[src/rtl/fpu_result.sv]
// Final pack/exception stage of the binary32 FPU: selects the packed word or a forced
// exception pattern and registers it. Optional flush-to-zero of subnormals: RESULT_FTZ_EN.
module fpu_result (
  input  logic        clk,
  input  logic        rst,
  input  logic        s,
  input  logic [7:0]  e,
  input  logic [22:0] m,
  input  logic [1:0]  flag_in,
  output logic        flag_out,
  output logic [31:0] c
);

  typedef enum logic [1:0] {
    FLAG_NORMAL    = 2'b00,
    FLAG_OVERFLOW  = 2'b01,
    FLAG_UNDERFLOW = 2'b10,
    FLAG_INVALID   = 2'b11
  } flag_code_e;

  localparam logic [7:0]  EXP_MAX   = 8'hFF;
  localparam logic [31:0] QNAN_WORD = 32'h7FC0_0000;

  flag_code_e  flag_code;
  logic [31:0] c_next;
  logic        flag_next;

  assign flag_code = flag_code_e'(flag_in);

  always_comb begin
    // NOTE: both outputs get a default before the case so no path leaves them
    // unassigned, which would otherwise infer a latch.
    c_next    = {s, e, m};
    flag_next = (e == EXP_MAX);
    unique case (flag_code)
      FLAG_NORMAL: begin
`ifdef RESULT_FTZ_EN
        if (e == 8'h00 && m != 23'h0) begin
          c_next    = {s, 31'h0};
          flag_next = 1'b1;
        end
`endif
      end
      FLAG_OVERFLOW: begin
        c_next    = {s, EXP_MAX, 23'h0};
        flag_next = 1'b1;
      end
      FLAG_UNDERFLOW: begin
        c_next    = {s, 31'h0};
        flag_next = 1'b1;
      end
      FLAG_INVALID: begin
        // Canonical quiet NaN: the incoming sign is deliberately dropped.
        c_next    = QNAN_WORD;
        flag_next = 1'b1;
      end
      default: begin
        c_next    = {s, e, m};
        flag_next = (e == EXP_MAX);
      end
    endcase
  end

  // NOTE: registered state uses non-blocking assignments so every flop samples
  // the pre-edge values regardless of statement order.
  always_ff @(posedge clk) begin
    if (!rst) begin
      c        <= 32'h0000_0000;
      flag_out <= 1'b0;
    end else begin
      c        <= c_next;
      flag_out <= flag_next;
    end
  end

endmodule

[config.mk]
export PLATFORM = sky130hd
export DESIGN_NAME = fpu_result
export DESIGN_NICKNAME = d
export VERILOG_FILES = /design/src/rtl/fpu_result.sv
export SDC_FILE = /design/constraint.sdc
export NUM_CORES = 1
export LEC_CHECK = 0
export ABC_AREA = 0
export BUFFER_PORTS_ARGS = -buffer_cell sky130_fd_sc_hd__buf_2
export CAP_MARGIN = 5
export CORE_MARGIN = 8
export CORE_UTILIZATION = 35
export CTS_CLUSTER_DIAMETER = 150
export DETAILED_ROUTE_END_ITERATION = 7
export PLACE_DENSITY = 0.69
export SLEW_MARGIN = 20
export SYNTH_ARGS = -nofsm -noshare
export SYNTH_HDL_FRONTEND = slang
export SYNTH_SLANG_ARGS = --single-unit
[constraint.sdc]
create_clock -name clk -period 1.9 [get_ports clk]
set_input_delay 0.095 -clock clk [delete_from_list [all_inputs] [get_ports clk]]
set_output_delay 0.095 -clock clk [all_outputs]
set_load 0.005 [all_outputs]
After elaboration in Yosys (flattened, before gate mapping)
Index checks and enable logic that the tools add are counted.
{"block": "word_totals", "wordCells": 9, "ff_bits": 33, "inputBits": 36, "out_inout_bits": 33}
{"block": "op_classes", "eq_ne": 4, "n_mux": 2, "n_reduce_logical": 1}
{"operator": "one-hot mux 32 bit (3 select lines)", "n": 1}
{"operator": "equality test 8 bit, second input constant", "n": 1}
{"operator": "equality test 2 bit, second input constant", "n": 2}
{"operator": "OR reduction 3 bit", "n": 1}
{"operator": "equality test 2 x 1 -> 1 bit, second input constant", "n": 1}
{"operator": "2-to-1 mux 1 bit", "n": 1}

Longest topological paths before layout
Gate-level depths: netlist of the first run.
{"block": "logic_depth", "word_depth": 3, "ltp_mapped": 4, "ltp_nobuf": 3}

Worst setup path before layout of the first run
OpenSTA, ideal clock, no wires.
{"block": "synth_timing", "path_kind": "input to register", "start": "input port flag_in[0]", "end": "register flag_out", "stages": 4, "arrival_time_ns": 0.600, "path_buffers": 1, "t_required_ns": 1.785, "setup_ns": 0.115, "setup_slack_ns": 1.185, "path_cell_list": "buf_4 nor2_4 o21ai_0 and2_1"}
{"block": "synth_via", "elab_chain_cells": 3, "word_cells_on_any_way": 5, "classes_between": "3 x eq/ne; 1 x mux; 1 x reduce/logical"}
{"element": "from (decl)", "line": "9", "rtl": "input logic [1:0] flag_in,"}
{"element": "equality test 2 bit / equality test 2 x 1 -> 1 bit (equally long branches)", "line": "35", "rtl": "unique case (flag_code)"}
{"element": "OR reduction 3 bit (no line) *"}
{"element": "2-to-1 mux 1 bit *", "line": "35"}
{"element": "to (signal assigned)", "line": "72", "rtl": "flag_out <= flag_next;"}
{"element": "to (decl)", "line": "10", "rtl": "output logic flag_out,"}
Every way passes the cells marked *; elsewhere a longest branch is shown, timed or not.
A chain may end at the register's enable or synchronous reset.

Worst setup path after layout of the first run
{"block": "layout_timing", "start": "register c[15]", "end": "output port c[15]"}
{"element": "from (decl)", "line": "11", "rtl": "output logic [31:0] c"}
{"element": "from (signal assigned)", "line": "71", "rtl": "c <= c_next;"}
No word-level cell between the ends.

==> results.cfg, run 1 <==
[status]
status = complete, no violations

[timing]
slew_headroom_pct = 70.27
min_period_over_period_pct = 46.32
hold_viol_final = 0
max_freq_ghz = 1.136
tns_ps = 0
drv_slew = 0
worst_pin_slew_ps = 445.9
min_period_ps = 880.2
rsz0062_at_grt = false
setup_viol = 0

[synthesis]
postSynthAreaPerCell_sq_um = 12.12
synth.most_common_cell = dfxtp_1
syn-num-nets = 122
async_reset_ff_share_pct = 0
ys_ff_latch = 33
synth.distinct_cells = 15
netlist.area_leader.share_pct = 63.39
yosys-top-cells-count = 33 x dfxtp_1, 12 x and3_2, 11 x and3_1
synth.area.top_cells = dfxtp_1 63%, and3_2 8.6%, and2b_2 6.7%
syn_inst = 86
ys.flop_type = dfxtp_1
yosysWarnings = 0
synth_edf_count = 0
syn_area_sq_um = 1042
synth-seq-area-share_pct = 63.39
yosysTopAreaCell = dfxtp_1

[final_layout]
drive_above_1_share_pct = 55.75
antenna_cells = 0
fill_cells = 288
nets = 209
area_delta_synth_final_pct = 55.10

[drt]
vias = 937
first_iter_violations = 33
remaining_drc_errors = 0
wl_mm = 2.847
drt-wirelength-per-cell_um = 13.75
dr.pass1.iters = 4
ant_nets = 0
viasPerCell = 4.527

[power]
ir_drop_mv = 0.4259
p_total_mw = 1.239
power.leakage_nw = 0.8834
p_per_area_nw_per_um2 = 766.1

[die]
pin_count = 69
die_w_um = 70.57
start_util_pct = 35.30
rows = 20
core_area_sq_um = 2953
die_h_um = 70.57
die_area_sq_um = 4980

[worst_hold_path]
hp-class = input port to register
hold_start = m[6]
hold_depth = 2

[clock_network]
htree_num_levels = 2
clkSlewWorstSetupHoldPaths_ps = 110
clock-sinks = 33
cts_tree = built
clockBufferDepth = 2
post_cts_resized = 0
cts_root_buf = clkbuf_4
post-cts-setup-buffers = 0
cts_buffers = 5

[setup_path]
crit_path_start = c[15]
critPathArrivalTime_ps = 790
path_class = register to primary output
worst-path-buf-inv = 1
critPathMaxStageDelay_ps = 350
cp_cell_sequence = buf_2
cp_max_fo = 1
slowest_stage = dfxtp_1
cp.required_ps = 1800
cp.depth = 1
critical_path.endpoint_type = primary output
cpLargestDelayFamily = flip-flops
crit_path_start_kind = register

[placed_design]
place_congestion = 0.6349
hpwl_mm = 2.047
io_buffers = 68

[global_routing]
grt_max_degree = 34
overflow = 0
grtUsageTotal_pct = 12.22
antenna_found_initial = 0
grt_pass1_vias = 1064
grt_pass1_wl_mm = 4.836

[job]
cap_violations = 0
-- flip-flops by register name, summed over array words and instances, names as in the netlist --
signal    cells
flag_out      1
c            32
-- logic make-up after synthesis --
logic type	count (synthesis)	synth area share (%)
flops	33	63.39
compound gates	10	6.963
buf+inv	6	4.082
simple gates	37	25.57
-- per-stage QoR --
stage / cells / area, sq um / worst slack [ps] / hold slack, ps / util [%]
after floorplan: 86 / 1042 / 1185 / 240.9 / -
after global placement: 181 / 1381 / 889.4 / 318.7 / 46.78
after detailed placement: 181 / 1381 / 851.0 / 321.1 / 46.78
after CTS: 207 / 1617 / 1014 / 4.035 / 54.75
after global routing: 207 / 1617 / 962.9 / 3.785 / 54.75
final: 207 / 1617 / 1020 / 23.75 / 54.75
-- cells in the final DEF (no fill, tap or decap) --
cell / n
nand2_1: 2
and3_2: 12
dfxtp_1: 33
and2_1: 1
nor2_4: 1
clkbuf_4: 5
clkinvlp_4: 1
o21ai_0: 1
and2b_2: 8
and3_1: 11
dlygate4sd3_1: 18
clkinv_2: 2
a21boi_0: 1
o21a_1: 8
nand4_1: 2
buf_2: 68
-- layer usage --
layer  up-vias  share of wire, %  GRT usage [%]
met5         -                 0              0
met4         0              0.81          4.157
met3         6                12          7.627
met2        47                50          21.34
met1       419                37          11.38
li1        465                 -              -
-- layout make-up --
type                       instances  area [sq um]  share of cell area, %
clock buffer                       5         37.54                  2.322
clock inverter                     3         17.52                  1.084
multi-input combinational         47         339.1                  20.98
sequential                        33         660.6                  40.87
tap                               33         41.29                  2.554
timing repair buffer              86         520.5                  32.20
-- final timing paths --
path / endpoint / slack (ps)
setup / recovery: c[15] / 1020
hold / removal: c[6] / 20
-- repair_timing --
item | in CTS | in global routing
hold endpoints to repair | 18 | 0
setup endpoints to repair | 0 | 0
hold buffers | 18 | 0
-- report_power, final --
| part | total, mW | internal (mW) | leakage (nW) | switching, mW |
|---|---|---|---|---|
| clock network | 0.363 | 0.139 | 0.0310 | 0.224 |
| registers | 0.725 | 0.719 | 0.271 | 0.00620 |
| logic | 0.150 | 0.0915 | 0.581 | 0.0588 |
| total | 1.24 | 0.949 | 0.883 | 0.289 |
No activity file was read; power rests on OpenSTA's default activity.
==> run 2, diff against run 1 <==
clock period = 0.9 ns   (was 1.9 ns; I/O delays follow)
==> run 2 against run 1 <==
Compared with the run above: worst hold slack better by 42 ps; critical endpoint is now c[12]; first-iteration DRC count fell by 45%; largest cell class unchanged; worst setup slack worse by 920 ps; largest power group unchanged.
==> results.cfg, run 2 (synthesis gave the netlist of run 1 again) <==
[status]
status = complete, no violations

[final_layout]
largest_register = c
drive_above_1_share_pct = 53.01
nets = 218
layout_commonest_cell = buf_2
instances_no_fill = 216
largest_reg_flops = 32
fill_cells = 272
reg_top3 = c x32, flag_out x1
final_core_util_pct = 57.33
antenna_cells = 0
final_cell_mix = 68 x buf_2, 33 x dfxtp_1, 24 x dlygate4sd3_1
area_delta_synth_final_pct = 62.42

[clock_network]
clock-sinks = 33
cts_buffers = 5
clkSlewWorstSetupHoldPaths_ps = 90
post_cts_resized = 0
clockBufferDepth = 2
htree_num_levels = 2
cts_root_buf = clkbuf_4
cts_tree = built

[timing]
tns_ps = 0
worst_pin_slew_ps = 443.3
rsz0062_at_grt = false
slew_headroom_pct = 70.44
min_period_over_period_pct = 88.65
hold_viol_final = 0
setup_viol = 0
min_period_ps = 797.8
drv_slew = 0
max_freq_ghz = 1.253

[setup_path]
critical_path.endpoint_type = primary output
cpLargestDelayFamily = flip-flops
cp_cell_sequence = buf_2
path_class = register to primary output
slowest_stage = dfxtp_1
worst-path-buf-inv = 1
cp.required_ps = 850
crit_path_start_kind = register
cp_max_fo = 1
critPathArrivalTime_ps = 750
critPathMaxStageDelay_ps = 330

[placed_design]
hpwl_mm = 2.077
io_buffers = 68
place_congestion = 0.6443
placedCellCount = 184

[drt]
wl_mm = 2.951
drt-wirelength-per-cell_um = 13.66
remaining_drc_errors = 0
viasPerCell = 4.412
dr.pass1.iters = 2
ant_nets = 0
first_iter_violations = 18
vias = 953

[die]
core_area_sq_um = 2953
die_h_um = 70.57
die_area_sq_um = 4980
pin_count = 69
rows = 20
die_w_um = 70.57
start_util_pct = 35.30

[global_routing]
grt_pass1_vias = 1080
overflow = 0
grt_max_degree = 34
grt_pass1_wl_mm = 4.705
antenna_found_initial = 0
grtUsageTotal_pct = 11.98

[power]
power.leakage_nw = 0.9191
p_per_area_nw_per_um2 = 1545
ir_drop_mv = 0.9551

[worst_hold_path]
hp-class = input port to register

[job]
cap_violations = 0
[run 2: changes by cell type in the layout (fill, tap and decap cells not counted), sizes merged]
cell and delta:
clkbuf +3, clkinv -2, clkinvlp -1, dlygate4sd3 +6, buf +3
[run 2: through the flow]
step / power [mW] / worst slack [ps] / hold WS, ps / cell area [sq um]
2_1_floorplan: 1.679 / 235.0 / 190.9 / 1042
3_3_place_gp: 1.822 / 149.7 / 268.4 / 1404
3_5_place_dp: 1.831 / 112.5 / 273.7 / 1404
4_1_cts: 2.665 / 71.89 / 41.61 / 1693
5_1_grt: 2.759 / 55.58 / 64.38 / 1693
6_report: 2.616 / 102.2 / 65.77 / 1693
[run 2: metal layers]
metal / part of all wire, % / vias up / wire length (um) / GRT usage (%)
met4: 0.47 / 0 / 14 / 4.850
li1: - / 486 / - / -
met1: 38 / 426 / 1125 / 10.71
met2: 53 / 39 / 1553 / 22.37
met5: 0 / - / 0 / 0
met3: 8.7 / 2 / 258 / 5.791
[run 2: path summary, 6_finish.rpt]
path                    from    end  slack [ps]  cells past startpoint
setup / recovery       c[12]  c[12]         100                      1
hold / removal    flag_in[0]  c[22]          70                      3
[run 2: timing repair]
item | 4_1_cts | 5_1_grt
setup buffers | 0 | 0
hold endpoints to repair | 24 | 0
hold buffers | 24 | 0
[run 2: final cells by class]
type                            instances  area [sq um]  share of cell area (%)
Clock buffer                            8         48.80                   2.882
Multi-Input combinational cell         47         339.1                   20.03
Sequential cell                        33         660.6                   39.02
Tap cell                               33         41.29                   2.439
Timing Repair Buffer                   95         603.1                   35.62
[run 2: where the power goes]
group | internal, mW | switching [mW]
sequential | 1.52 | 0.0126
combinational | 0.219 | 0.130
clock | 0.311 | 0.427
